`config.mk`:
```
export PLATFORM = sky130hd
export DESIGN_NAME = fetch_stage
export DESIGN_NICKNAME = d
export VERILOG_FILES = /design/src/rtl/fetch_stage.sv
export SDC_FILE = /design/constraint.sdc
export NUM_CORES = 1
export LEC_CHECK = 0
export BUFFER_PORTS_ARGS = -buffer_cell sky130_fd_sc_hd__buf_2
export CAP_MARGIN = 30
export CELL_PAD_IN_SITES_DETAIL_PLACEMENT = 0
export CELL_PAD_IN_SITES_GLOBAL_PLACEMENT = 1
export CORE_ASPECT_RATIO = 2
export CORE_UTILIZATION = 42
export CTS_CLUSTER_SIZE = 25
export DETAILED_ROUTE_END_ITERATION = 8
export GPL_TIMING_DRIVEN = 0
export PLACE_DENSITY_LB_ADDON = 0.05
export REMOVE_ABC_BUFFERS = 1
export SLEW_MARGIN = 20
export SYNTH_ARGS = -nofsm -noshare
export SYNTH_HDL_FRONTEND = slang
export SYNTH_SLANG_ARGS = --single-unit
```
`constraint.sdc`:
```
create_clock -name CLK -period 2.3 [get_ports CLK]
set_input_delay 0.46 -clock CLK [delete_from_list [all_inputs] [get_ports CLK]]
set_output_delay 0.46 -clock CLK [all_outputs]
set_load 0.05 [all_outputs]
```
`src/rtl/fetch_stage.sv`:
```
// -----------------------------------------------------------------------------
// fetch_stage
//   IF stage of the pipelined OTTER core. This block holds the PC register and
//   handles one instruction-memory request at a time. It has a one-entry hold
//   buffer for a word that arrives while ID is stalled, and it drives the IF/ID
//   pipeline register.
//
// Parameters
//   RESET_PC      first PC fetched after reset
//   NOP_INSTR     instruction word placed in IF/ID when it holds a bubble
//
// Ports
//   CLK, RST_N    clock (posedge) and asynchronous active-low reset
//   PCWrite       hazard detector: PC may advance
//   IF_ID_Write   hazard detector: IF/ID may load
//   flush         EX redirect pulse; branch_target is the new PC (low bits ignored)
//   imem_req/addr fetch request and word-aligned address, stable until ready
//   imem_ready    memory accepts the request; imem_rdata is valid this cycle
//   imem_rdata    fetched instruction
//   if_id_*       IF/ID register: pc, pc+4, instruction, valid (0 = bubble)
// -----------------------------------------------------------------------------
module fetch_stage #(
  parameter logic [31:0] RESET_PC  = 32'h0000_0000,
  parameter logic [31:0] NOP_INSTR = 32'h0000_0013
) (
  input  logic        CLK,
  input  logic        RST_N,
  input  logic        PCWrite,
  input  logic        IF_ID_Write,
  input  logic        flush,
  input  logic [31:0] branch_target,
  output logic        imem_req,
  output logic [31:0] imem_addr,
  input  logic        imem_ready,
  input  logic [31:0] imem_rdata,
  output logic [31:0] if_id_pc,
  output logic [31:0] if_id_pc4,
  output logic [31:0] if_id_instr,
  output logic        if_id_valid
);

  typedef enum logic [1:0] {
    S_REQ     = 2'd0,
    S_HOLD    = 2'd1,
    S_DISCARD = 2'd2
  } state_t;

  state_t      state_q, state_d;
  logic [31:0] pc_q, pc_d;
  logic [31:0] hold_q, hold_d;
  logic [31:0] redir_q, redir_d;
  logic [31:0] ifid_pc_q, ifid_pc_d;
  logic [31:0] ifid_pc4_q, ifid_pc4_d;
  logic [31:0] ifid_instr_q, ifid_instr_d;
  logic        ifid_valid_q, ifid_valid_d;

  logic        advance;
  logic [31:0] target;
  logic [31:0] pc_plus4;
  logic        ld;
  logic [31:0] ld_instr;

  assign advance  = PCWrite & IF_ID_Write;
  assign target   = branch_target & ~32'h0000_0003;
  assign pc_plus4 = pc_q + 32'd4;

  // State register
  always_ff @(posedge CLK or negedge RST_N) begin
    if (!RST_N) begin
      state_q      <= S_REQ;
      pc_q         <= RESET_PC;
      hold_q       <= '0;
      redir_q      <= '0;
      ifid_pc_q    <= '0;
      ifid_pc4_q   <= '0;
      ifid_instr_q <= NOP_INSTR;
      ifid_valid_q <= 1'b0;
    end else begin
      state_q      <= state_d;
      pc_q         <= pc_d;
      hold_q       <= hold_d;
      redir_q      <= redir_d;
      ifid_pc_q    <= ifid_pc_d;
      ifid_pc4_q   <= ifid_pc4_d;
      ifid_instr_q <= ifid_instr_d;
      ifid_valid_q <= ifid_valid_d;
    end
  end

  // Next-state logic
  always_comb begin
    state_d      = state_q;
    pc_d         = pc_q;
    hold_d       = hold_q;
    redir_d      = redir_q;
    ifid_pc_d    = ifid_pc_q;
    ifid_pc4_d   = ifid_pc4_q;
    ifid_instr_d = ifid_instr_q;
    ifid_valid_d = ifid_valid_q;
    ld           = 1'b0;
    ld_instr     = imem_rdata;

    unique case (state_q)
      S_REQ: begin
        if (imem_ready) begin
          if (flush) begin
            pc_d = target;
          end else if (advance) begin
            ld   = 1'b1;
            pc_d = pc_plus4;
          end else begin
            hold_d  = imem_rdata;
            state_d = S_HOLD;
          end
        end else if (flush) begin
          // Address must stay stable until the pending transfer completes.
          redir_d = target;
          state_d = S_DISCARD;
        end
      end
      S_HOLD: begin
        if (flush) begin
          pc_d    = target;
          state_d = S_REQ;
        end else if (advance) begin
          ld       = 1'b1;
          ld_instr = hold_q;
          pc_d     = pc_plus4;
          state_d  = S_REQ;
        end
      end
      S_DISCARD: begin
        if (flush) redir_d = target;
        if (imem_ready) begin
          pc_d    = flush ? target : redir_q;
          state_d = S_REQ;
        end
      end
      default: state_d = S_REQ;
    endcase

    // Flush always bubbles IF/ID; an advance with nothing to load also bubbles.
    // Bubbles keep the old pc fields.
    if (flush || (advance && !ld)) begin
      ifid_valid_d = 1'b0;
      ifid_instr_d = NOP_INSTR;
    end else if (ld) begin
      ifid_pc_d    = pc_q;
      ifid_pc4_d   = pc_plus4;
      ifid_instr_d = ld_instr;
      ifid_valid_d = 1'b1;
    end
  end

  // Outputs
  always_comb begin
    imem_req    = RST_N && (state_q != S_HOLD);
    imem_addr   = pc_q;
    if_id_pc    = ifid_pc_q;
    if_id_pc4   = ifid_pc4_q;
    if_id_instr = ifid_instr_q;
    if_id_valid = ifid_valid_q;
  end

endmodule
```
==> results of run 1 <==
[kinds of logic after synthesis]
kind of cell	Yosys count	synth area share, %
AND/OR/NAND/NOR	326	17.1
adder cells (fa/ha/maj)	1	0.138
flip-flops	193	53.3
multiplexers	99	11.8
buffers and inverters	85	4.73
XOR/XNOR	14	1.35
AO/OA/AOI/OAI	163	11.6
[power by group]
group          leakage [nW]  total (mW)  internal (mW)  switching (mW)
Combinational          2.73        3.96           1.09            2.87
Clock                 0.264        2.87           1.55            1.32
Sequential             2.40        4.82           4.16           0.662
[layout by cell type, fill, tap and decap left out, drive strengths merged, types with 8 or more instances in the layout]
| master | instances |
|---|---|
| a21oi | 14 |
| and3 | 15 |
| buf | 228 |
| clkbuf | 21 |
| dfrtp | 190 |
| inv | 9 |
| mux2 | 63 |
| mux2i | 36 |
| nand2 | 185 |
| nand2b | 8 |
| nand3 | 32 |
| nand4 | 17 |
| nor2 | 11 |
| nor3 | 13 |
| nor4 | 8 |
| o211ai | 20 |
| o21ai | 76 |
| or4 | 13 |
| xnor2 | 14 |
[registers in the layout, summed over array words and instances (netlist names)]
| name | count |
|---|---|
| state_q | 2 |
| if_id_instr | 32 |
| if_id_pc | 32 |
| imem_addr | 32 |
| if_id_pc4 | 30 |
| if_id_valid | 1 |
| redir_q | 32 |
| hold_q | 32 |
[worst register-to-register path, delay by kind of cell (launching register included)]
| family | cells | cell delay, ps |
|---|---|---|
| and+or+nand+nor | 3 | 1310 |
| DFF | 1 | 470 |
| adders and majority gates | 1 | 270 |
| AOI/OAI and AO/OA | 1 | 100 |
[metrics by stage]
stage	setup TNS (ps)	std cells	utilization, %	hold WS [ps]	setup WS [ps]
2_1_floorplan	-173320	805	-	164	-1620
3_3_place_gp	-1196330	1271	47.5	454	-4810
3_5_place_dp	-55670	1292	49.3	348	-969
4_1_cts	0	1332	52.5	36.4	9.61
5_1_grt	0	1337	52.9	38.0	7.18
6_report	0	1337	52.9	28.5	57.9
[worst paths after layout]
kind,to,from,slack [ps]
worst max-delay path,imem_addr[26]$_DFFE_PN0P_,imem_addr[2]$_DFFE_PN0P_,60
worst min-delay path,if_id_instr[22]$_DFFE_PN0P_,RST_N,30
worst max register to register,imem_addr[26]$_DFFE_PN0P_,imem_addr[2]$_DFFE_PN0P_,60
worst min register to register,if_id_pc[28]$_DFFE_PN0P_,if_id_pc[28]$_DFFE_PN0P_,470
max in group asynchronous,imem_addr[30]$_DFFE_PN0P_,RST_N,1520
min in group CLK,redir_q[4]$_DFFE_PN0P_,branch_target[4],260
[routing by layer]
layer | share of wire (%) | global-route usage, %
met2 | 53 | 41.9
met5 | 0.079 | 0
met1 | 40 | 27.5
met4 | 2.4 | 10.1
met3 | 5.2 | 5.12
[layout make-up]
class / instances / area [µm²] / area share (%)
timing repair inverter: 1 / 5.00 / 0.0450
tap: 269 / 337 / 3.03
multi-input combinational: 603 / 3900 / 35.1
sequential: 193 / 4840 / 43.6
clock buffer: 20 / 457 / 4.11
clock inverter: 12 / 109 / 0.980
timing repair buffer: 230 / 1420 / 12.8
inverter: 9 / 37.5 / 0.338
[repair_timing]
action,4_1_cts,5_1_grt
resized for setup,19,6
cloned,1,1
hold endpoints to repair,32,0
setup buffers,5,4
hold buffers,2,0
setup endpoints to repair,61,13
pin swaps,2,1
==> results.py, run 1 <==
metrics = {
    "status": {
        "status": "finished clean",
    },
    "yosys": {
        "synth_top_area_cell": "dfrtp_1",
        "synth_area_leaders": "dfrtp_1 52%, mux2_2 7.8%, nand2_1 7.7%",
        "synth_common_cells": "190 x dfrtp_1, 185 x nand2_1, 76 x o21ai_0",
        "syn_area_per_cell_um2": 10.3,
        "yosysWarningCount": 0,
        "synth.most_common_cell": "dfrtp_1",
        "netlist_instances": 881,
        "ys_seq_area_share_pct": 53.3,
        "synth_seq_cells": 193,
        "synth_top_area_share_pct": 52.5,
        "synth_edf_count": 0,
        "ys_types": 60,
        "async_flop_share_pct": 100,
        "netlist_area_um2": 9060,
        "ys.flop_type": "dfrtp_1",
    },
    "timing": {
        "drv_slew": 0,
        "tightest_slew_ps": 782,
        "finClkSkew_ps": 11.2,
        "finalSetupViolations": 0,
        "max_freq_mhz": 446,
        "rsz0062_at_grt": "false",
        "finalCritPeriodShare_pct": 97.5,
        "period_needed_ps": 2240,
        "finalHoldViolCount": 0,
        "max-slew-margin-rel_pct": 47.6,
    },
    "routing": {
        "drc": 0,
        "via_count": 7286,
        "wl_um": 25500,
        "drt_iter0_markers": 298,
        "vias_per_cell": 5.45,
        "routedWlPerCell_um": 19.0,
        "firstDrtPassIters": 4,
        "ant_nets": 0,
    },
    "critical_path": {
        "crit_arrival_ps": 2590,
        "critPathKind": "flop to flop",
        "critPathMaxStageDelay_ps": 580,
        "cp-start-kind": "flop",
        "slowest_stage": "or4_4",
        "crit_chain": "ha_2 > nand3_2 > or4_4 > or4_1 > o2111ai_1",
        "cp_num_buf_inv": 0,
        "critical_path_depth": 5,
        "end_kind": "flop",
        "cp_max_fo": 9,
        "rr_worst_depth": 5,
        "required_ps": 2650,
        "critical_path.top_delay_family": "simple AND/OR/NAND/NOR gates",
    },
    "clocking": {
        "clk_latency_ps": 440,
        "clockBufferDepth": 2,
        "clkSinkCount": 193,
        "cts_root_buffer": "clkbuf_16",
        "cts_tree": "yes",
        "clk_pin_slew_worst_paths_ps": 70,
        "cts_buffers": 17,
        "htreeDepth": 4,
    },
    "floorplan": {
        "die_h_um": 210,
        "core_area_um2": 21000,
        "ioPinCount": 200,
        "rows": 75,
        "start_util_pct": 43.1,
        "dieArea_um2": 22200,
        "dieWidth_um": 106,
    },
    "power_and_ir_drop": {
        "power.leakage_nw": 5.39,
        "p_per_area_nw_per_um2": 1050,
        "fin_total_pwr_mw": 11.6,
        "ir_drop_mv": 0.531,
    },
    "cells_and_area": {
        "drive_gt1_share_pct": 34.0,
        "antenna_cells": 0,
        "stdcell_area_um2": 11100,
        "area_delta_synth_final_pct": 22.6,
        "fillers": 2019,
        "nets": 1126,
    },
    "global_route": {
        "grt_use_total_pct": 23.8,
        "grt_pass1_wl_um": 40500,
        "grt_max_degree": 96,
        "antenna_found_initial": 2,
        "grt_pass1_vias": 7425,
        "grt_remaining_overflow": 0,
    },
    "place": {
        "place.gp.congestion": 0.743,
        "dp_hpwl_um": 17400,
        "dpl_cell_area_um2": 10400,
        "io_buffers": 197,
    },
    "min_path": {
        "min_path_type": "input pin to asynchronous set/reset pin",
    },
    "flow_run": {
        "drv_cap": 0,
    },
}
Power figures use the tool's default switching activity.
==> run 2: changes to the inputs <==
--- a/config.mk
+++ b/config.mk
@@ -7,2 +7,3 @@
 export LEC_CHECK = 0
+export ABC_CLOCK_PERIOD_IN_PS = 2300
 export BUFFER_PORTS_ARGS = -buffer_cell sky130_fd_sc_hd__buf_2
==> constraint.sdc (replaced) <==
create_clock -name CLK -period 2.3 [get_ports CLK]
set_input_delay 0.23 -clock CLK [delete_from_list [all_inputs] [get_ports CLK]]
set_output_delay 0.23 -clock CLK [all_outputs]
set_load 0.05 [all_outputs]
==> run 2 against run 1 <==
Setup slack gained 3.1 ps. Final cell count is essentially flat. Sequential power is essentially flat. Clock skew is essentially flat. Combinational power is essentially flat. Final area grew 0.22%. Highest routed layer unchanged.
==> results.py, run 2 (synthesis gave the netlist of run 1 again) <==
metrics = {
    "floorplan": {
        "start_util_pct": 43.1,
        "rows": 75,
        "ioPinCount": 200,
        "core_area_um2": 21000,
        "dieWidth_um": 106,
        "die_h_um": 210,
        "dieArea_um2": 22200,
    },
    "critical_path": {
        "critical_path.top_delay_family": "simple AND/OR/NAND/NOR gates",
        "crit_arrival_ps": 2590,
        "critPathKind": "flop to flop",
        "required_ps": 2650,
        "cp-start-kind": "flop",
        "end_kind": "flop",
        "slowest_stage": "or4_4",
        "cp_max_fo": 9,
        "critPathMaxStageDelay_ps": 580,
        "crit_chain": "ha_2 > nand3_2 > or4_4 > or4_1 > o2111ai_1",
        "cp_num_buf_inv": 0,
    },
    "clocking": {
        "clk_pin_slew_worst_paths_ps": 70,
        "cts_buffers": 17,
        "cts_root_buffer": "clkbuf_16",
        "clockBufferDepth": 2,
        "clk_latency_ps": 440,
        "clkSinkCount": 193,
        "htreeDepth": 4,
        "cts_tree": "yes",
    },
    "routing": {
        "routedWlPerCell_um": 19.0,
        "firstDrtPassIters": 4,
        "drt_iter0_markers": 249,
        "wl_um": 25400,
        "via_count": 7309,
        "vias_per_cell": 5.46,
        "drc": 0,
        "ant_nets": 0,
    },
    "timing": {
        "setup-tns-final_ps": 0,
        "tightest_slew_ps": 765,
        "max_freq_mhz": 447,
        "period_needed_ps": 2240,
        "finalHoldViolCount": 0,
        "rsz0062_at_grt": "false",
        "finalCritPeriodShare_pct": 97.3,
        "finClkSkew_ps": 11.6,
        "drv_slew": 0,
        "finalSetupViolations": 0,
        "max-slew-margin-rel_pct": 48.7,
    },
    "place": {
        "place.gp.congestion": 0.743,
        "io_buffers": 197,
        "dp_hpwl_um": 17400,
        "dpl_cell_area_um2": 10400,
    },
    "cells_and_area": {
        "antenna_cells": 0,
        "final_common_cell": "buf_2",
        "nets": 1127,
        "fillers": 2015,
        "mostFrequentLayoutCells": "196 x buf_2, 184 x nand2_1, 181 x dfrtp_1",
        "area_delta_synth_final_pct": 22.9,
        "stdcell_area_um2": 11100,
        "drive_gt1_share_pct": 34.0,
    },
    "power_and_ir_drop": {
        "power.leakage_nw": 5.41,
        "p_per_area_nw_per_um2": 1050,
        "ir_drop_mv": 0.531,
        "fin_total_pwr_mw": 11.6,
    },
    "min_path": {
        "min_path_type": "input pin to flop",
    },
    "global_route": {
        "grt_use_total_pct": 23.7,
        "antenna_found_initial": 2,
        "grt_remaining_overflow": 0,
        "grt_max_degree": 96,
        "grt_pass1_wl_um": 40400,
        "grt_pass1_vias": 7382,
    },
    "status": {
        "status": "finished clean",
    },
    "flow_run": {
        "drv_cap": 0,
    },
}
-- run 2: cell types whose count changed in the layout (fill, tap and decap cells not counted) --
cell     change
buf_4        -1
buf_2        +1
buf_16       +1
o211a_2      -1
o211a_1      +1
-- run 2: routing by layer --
layer / routed length [µm] / GRT usage (%) / up-vias
met5: 20 / 0 / -
met4: 714 / 9.87 / 4
met3: 1280 / 5.09 / 42
met2: 13300 / 41.8 / 206
met1: 10100 / 27.5 / 3589
li1: - / - / 3468
-- run 2: worst paths after layout --
check	end	from	cells past startpoint	slack (ps)
max in group asynchronous	imem_addr[20]$_DFFE_PN0P_	RST_N	3	1430
hold / removal	redir_q[4]$_DFFE_PN0P_	branch_target[4]	2	30
setup reg to reg	imem_addr[26]$_DFFE_PN0P_	imem_addr[2]$_DFFE_PN0P_	5	60
setup / recovery	imem_addr[26]$_DFFE_PN0P_	imem_addr[2]$_DFFE_PN0P_	5	60
hold reg to reg	if_id_pc[28]$_DFFE_PN0P_	if_id_pc[28]$_DFFE_PN0P_	2	470
min in group asynchronous	if_id_instr[13]$_DFFE_PN0P_	RST_N	3	360
-- run 2: worst register-to-register path, stage by stage (launching register included) --
cell	delay [ps]
dfrtp_2	470
ha_2	270
nand3_2	200
or4_4	580
or4_1	530
o2111ai_1	100
-- run 2: where the power goes --
part	internal [mW]	switching (mW)	leakage (nW)	total (mW)
Combinational	1.09	2.87	2.74	3.97
Clock	1.55	1.31	0.264	2.86
Sequential	4.16	0.660	2.40	4.82
-- run 2: metrics by stage --
stage                     setup slack, ps  util (%)  hold WS [ps]  instances
final                                61.0      53.0          32.3       1338
after global routing                 7.18      53.0          21.7       1338
after CTS                           -2.58      52.5          7.73       1332
after detailed placement             -739      49.3           118       1292
after global placement              -4580      47.5           454       1271
after floorplan                     -1610         -         -65.6        805
-- run 2: area by class of cell --
| cell class | count | area (µm²) | share of cell area [%] |
|---|---|---|---|
| Multi-Input combinational cell | 603 | 3900 | 35.0 |
| Inverter | 9 | 37.5 | 0.337 |
| Clock inverter | 12 | 109 | 0.977 |
| Tap cell | 269 | 337 | 3.02 |
| Timing Repair Buffer | 231 | 1450 | 13.0 |
| Clock buffer | 20 | 457 | 4.10 |
| Timing Repair inverter | 1 | 5.00 | 0.0449 |
| Sequential cell | 193 | 4840 | 43.5 |
-- run 2: repair_timing --
item                                    in CTS  in global routing
hold buffers                                 2                  0
cloned                                       1                  1
setup buffers                                5                  4
endpoints found under the setup margin      53                 12
hold endpoints to repair                    32                  0
resized for setup                           17                  6
pin swaps                                    2                  1
==> run 3: changes to the inputs <==
--- a/constraint.sdc
+++ b/constraint.sdc
@@ -3,2 +3,2 @@
 set_output_delay 0.23 -clock CLK [all_outputs]
-set_load 0.05 [all_outputs]
+set_load 0.02 [all_outputs]
==> run 3 against run 2 <==
Combinational power fell by 30%. Setup slack got worse by 21 ps. Clock skew about the same. Worst hold slack better by 3.5 ps. Global-route usage down 0.073 points. Clock-buffer cell count did not move. Largest cell class unchanged. Sequential share of layout area about the same. Register-to-register slack lost 20 ps. Power shrank 10%. Critical path depth stayed put. Flip-flop and latch count unchanged.
==> results.py, run 3 (synthesis gave the netlist of run 1 again) <==
metrics = {
    "cells_and_area": {
        "nets": 1127,
        "drive_gt1_share_pct": 34.0,
        "final_common_cell": "buf_2",
        "mostFrequentLayoutCells": "196 x buf_2, 184 x nand2_1, 181 x dfrtp_1",
        "antenna_cells": 0,
        "area_delta_synth_final_pct": 22.9,
        "stdcell_area_um2": 11100,
    },
    "global_route": {
        "grt_pass1_vias": 7405,
        "grt_max_degree": 96,
        "grt_pass1_wl_um": 40300,
        "grt_remaining_overflow": 0,
        "grt_use_total_pct": 23.6,
        "antenna_found_initial": 2,
    },
    "floorplan": {
        "start_util_pct": 43.1,
        "core_area_um2": 21000,
        "die_h_um": 210,
        "dieArea_um2": 22200,
        "ioPinCount": 200,
        "rows": 75,
        "dieWidth_um": 106,
    },
    "critical_path": {
        "reg2reg_setup_slack_ps": 40,
        "cp-startpoint": "imem_addr[2]$_DFFE_PN0P_",
        "crit_arrival_ps": 2600,
        "required_ps": 2640,
        "end_kind": "flop",
        "rr_worst_depth": 5,
        "critPathKind": "flop to flop",
        "crit_path_end": "imem_addr[26]$_DFFE_PN0P_",
        "worstReg2RegEnd": "imem_addr[26]$_DFFE_PN0P_",
        "r2r_start": "imem_addr[2]$_DFFE_PN0P_",
        "cp_max_fo": 9,
        "cp-start-kind": "flop",
    },
    "power_and_ir_drop": {
        "internal_power_mw": 6.80,
        "switching_share_pct": 34.9,
        "seqPwrFrac_pct": 46.1,
        "p_per_area_nw_per_um2": 937,
        "ir_drop_mv": 0.529,
        "clock_power_share_pct": 27.4,
        "power.leakage_nw": 5.41,
        "combPwrFrac_pct": 26.5,
        "switchingPower_mw": 3.64,
    },
    "routing": {
        "drc": 0,
        "vias_per_cell": 5.46,
        "via_count": 7301,
        "drt_iter0_markers": 290,
        "routedWlPerCell_um": 19.1,
        "ant_nets": 0,
        "firstDrtPassIters": 4,
        "wl_um": 25500,
    },
    "timing": {
        "finalCritPeriodShare_pct": 98.3,
        "finalSetupViolations": 0,
        "period_needed_ps": 2260,
        "fin_hold_ws_ps": 35.8,
        "finClkSkew_ps": 11.5,
        "drv_slew": 0,
        "setup-tns-final_ps": 0,
        "finalHoldViolCount": 0,
        "rsz0062_at_grt": "false",
        "max_freq_mhz": 443,
        "tightest_slew_ps": 754,
        "max-slew-margin-rel_pct": 49.5,
    },
    "clocking": {
        "clkSinkCount": 193,
        "cts_buffers": 17,
        "clockBufferDepth": 2,
        "cts_root_buffer": "clkbuf_16",
        "htreeDepth": 4,
        "cts_tree": "yes",
        "clk_pin_slew_worst_paths_ps": 70,
        "clk_latency_ps": 440,
    },
    "place": {
        "dp_hpwl_um": 17400,
        "dpl_cell_area_um2": 10400,
        "place.gp.congestion": 0.743,
        "io_buffers": 197,
    },
    "min_path": {
        "min_path_type": "input pin to flop",
    },
    "flow_run": {
        "drv_cap": 0,
    },
    "status": {
        "status": "finished clean",
    },
}
run 3: cell count changes in the layout (fill, tap and decap cells not counted):
cell / previous run / this run
buf_12: 4 / 3
clkbuf_16: 18 / 19
run 3: area by class of cell:
class | instances | area [µm²]
Clock buffer | 20 | 457
Clock inverter | 12 | 109
Fill cell | 2014 | 9880
Inverter | 9 | 37.5
Multi-Input combinational cell | 603 | 3900
Sequential cell | 193 | 4840
Tap cell | 269 | 337
Timing Repair Buffer | 231 | 1450
Timing Repair inverter | 1 | 5.00
run 3: worst min-delay path by stage:
stage                                         from                          end  slack [ps]  cells after the start
after detailed placement                     RST_N  if_id_instr[13]$_DFFE_PN0P_         120                      1
after global routing              branch_target[6]       redir_q[6]$_DFFE_PN0P_          20                      2
after global placement    if_id_pc[28]$_DFFE_PN0P_     if_id_pc[28]$_DFFE_PN0P_         450                      2
after CTS                         branch_target[6]       redir_q[6]$_DFFE_PN0P_           8                      2
final                             branch_target[5]       redir_q[5]$_DFFE_PN0P_          40                      2
after floorplan                              RST_N        hold_q[0]$_DFFE_PN0P_         -70                      0
run 3: timing repair:
action,in CTS,in global routing
gates resized for setup,17,6
setup endpoints to repair,53,13
cloned,1,2
pin swaps,2,1
hold buffers,1,0
setup buffers,5,4
hold endpoints to repair,32,0
run 3: power groups by stage:
stage | registers, mW | clock network, mW | logic (mW)
2_1_floorplan | 5.35 | 0 | 1.03
3_3_place_gp | 4.84 | 0 | 2.67
3_5_place_dp | 4.87 | 0 | 2.75
4_1_cts | 4.82 | 2.96 | 2.77
5_1_grt | 4.94 | 3.07 | 3.02
6_report | 4.82 | 2.86 | 2.77
run 3: critical path, stage by stage, from the launching register on:
cell       delay [ps]
dfrtp_2           470
ha_2              260
nand3_2           200
or4_4             580
or4_1             540
o2111ai_1         110
run 3: per-stage QoR:
step / power [mW] / setup WS (ps) / instances / utilization, %
2_1_floorplan: 6.38 / -1610 / 805 / -
3_3_place_gp: 7.51 / -4580 / 1271 / 47.5
3_5_place_dp: 7.62 / -739 / 1292 / 49.3
4_1_cts: 10.6 / -2.58 / 1331 / 52.4
5_1_grt: 11.0 / 7.18 / 1338 / 53.0
6_report: 10.4 / 40.2 / 1338 / 53.0
run 3: metal layers:
layer | GRT usage, % | vias up | routed length, µm
met2 | 41.7 | 197 | 13300
met3 | 5.09 | 42 | 1260
met1 | 27.4 | 3590 | 10200
li1 | - | 3468 | -
met5 | 0 | - | 20
met4 | 9.87 | 4 | 701
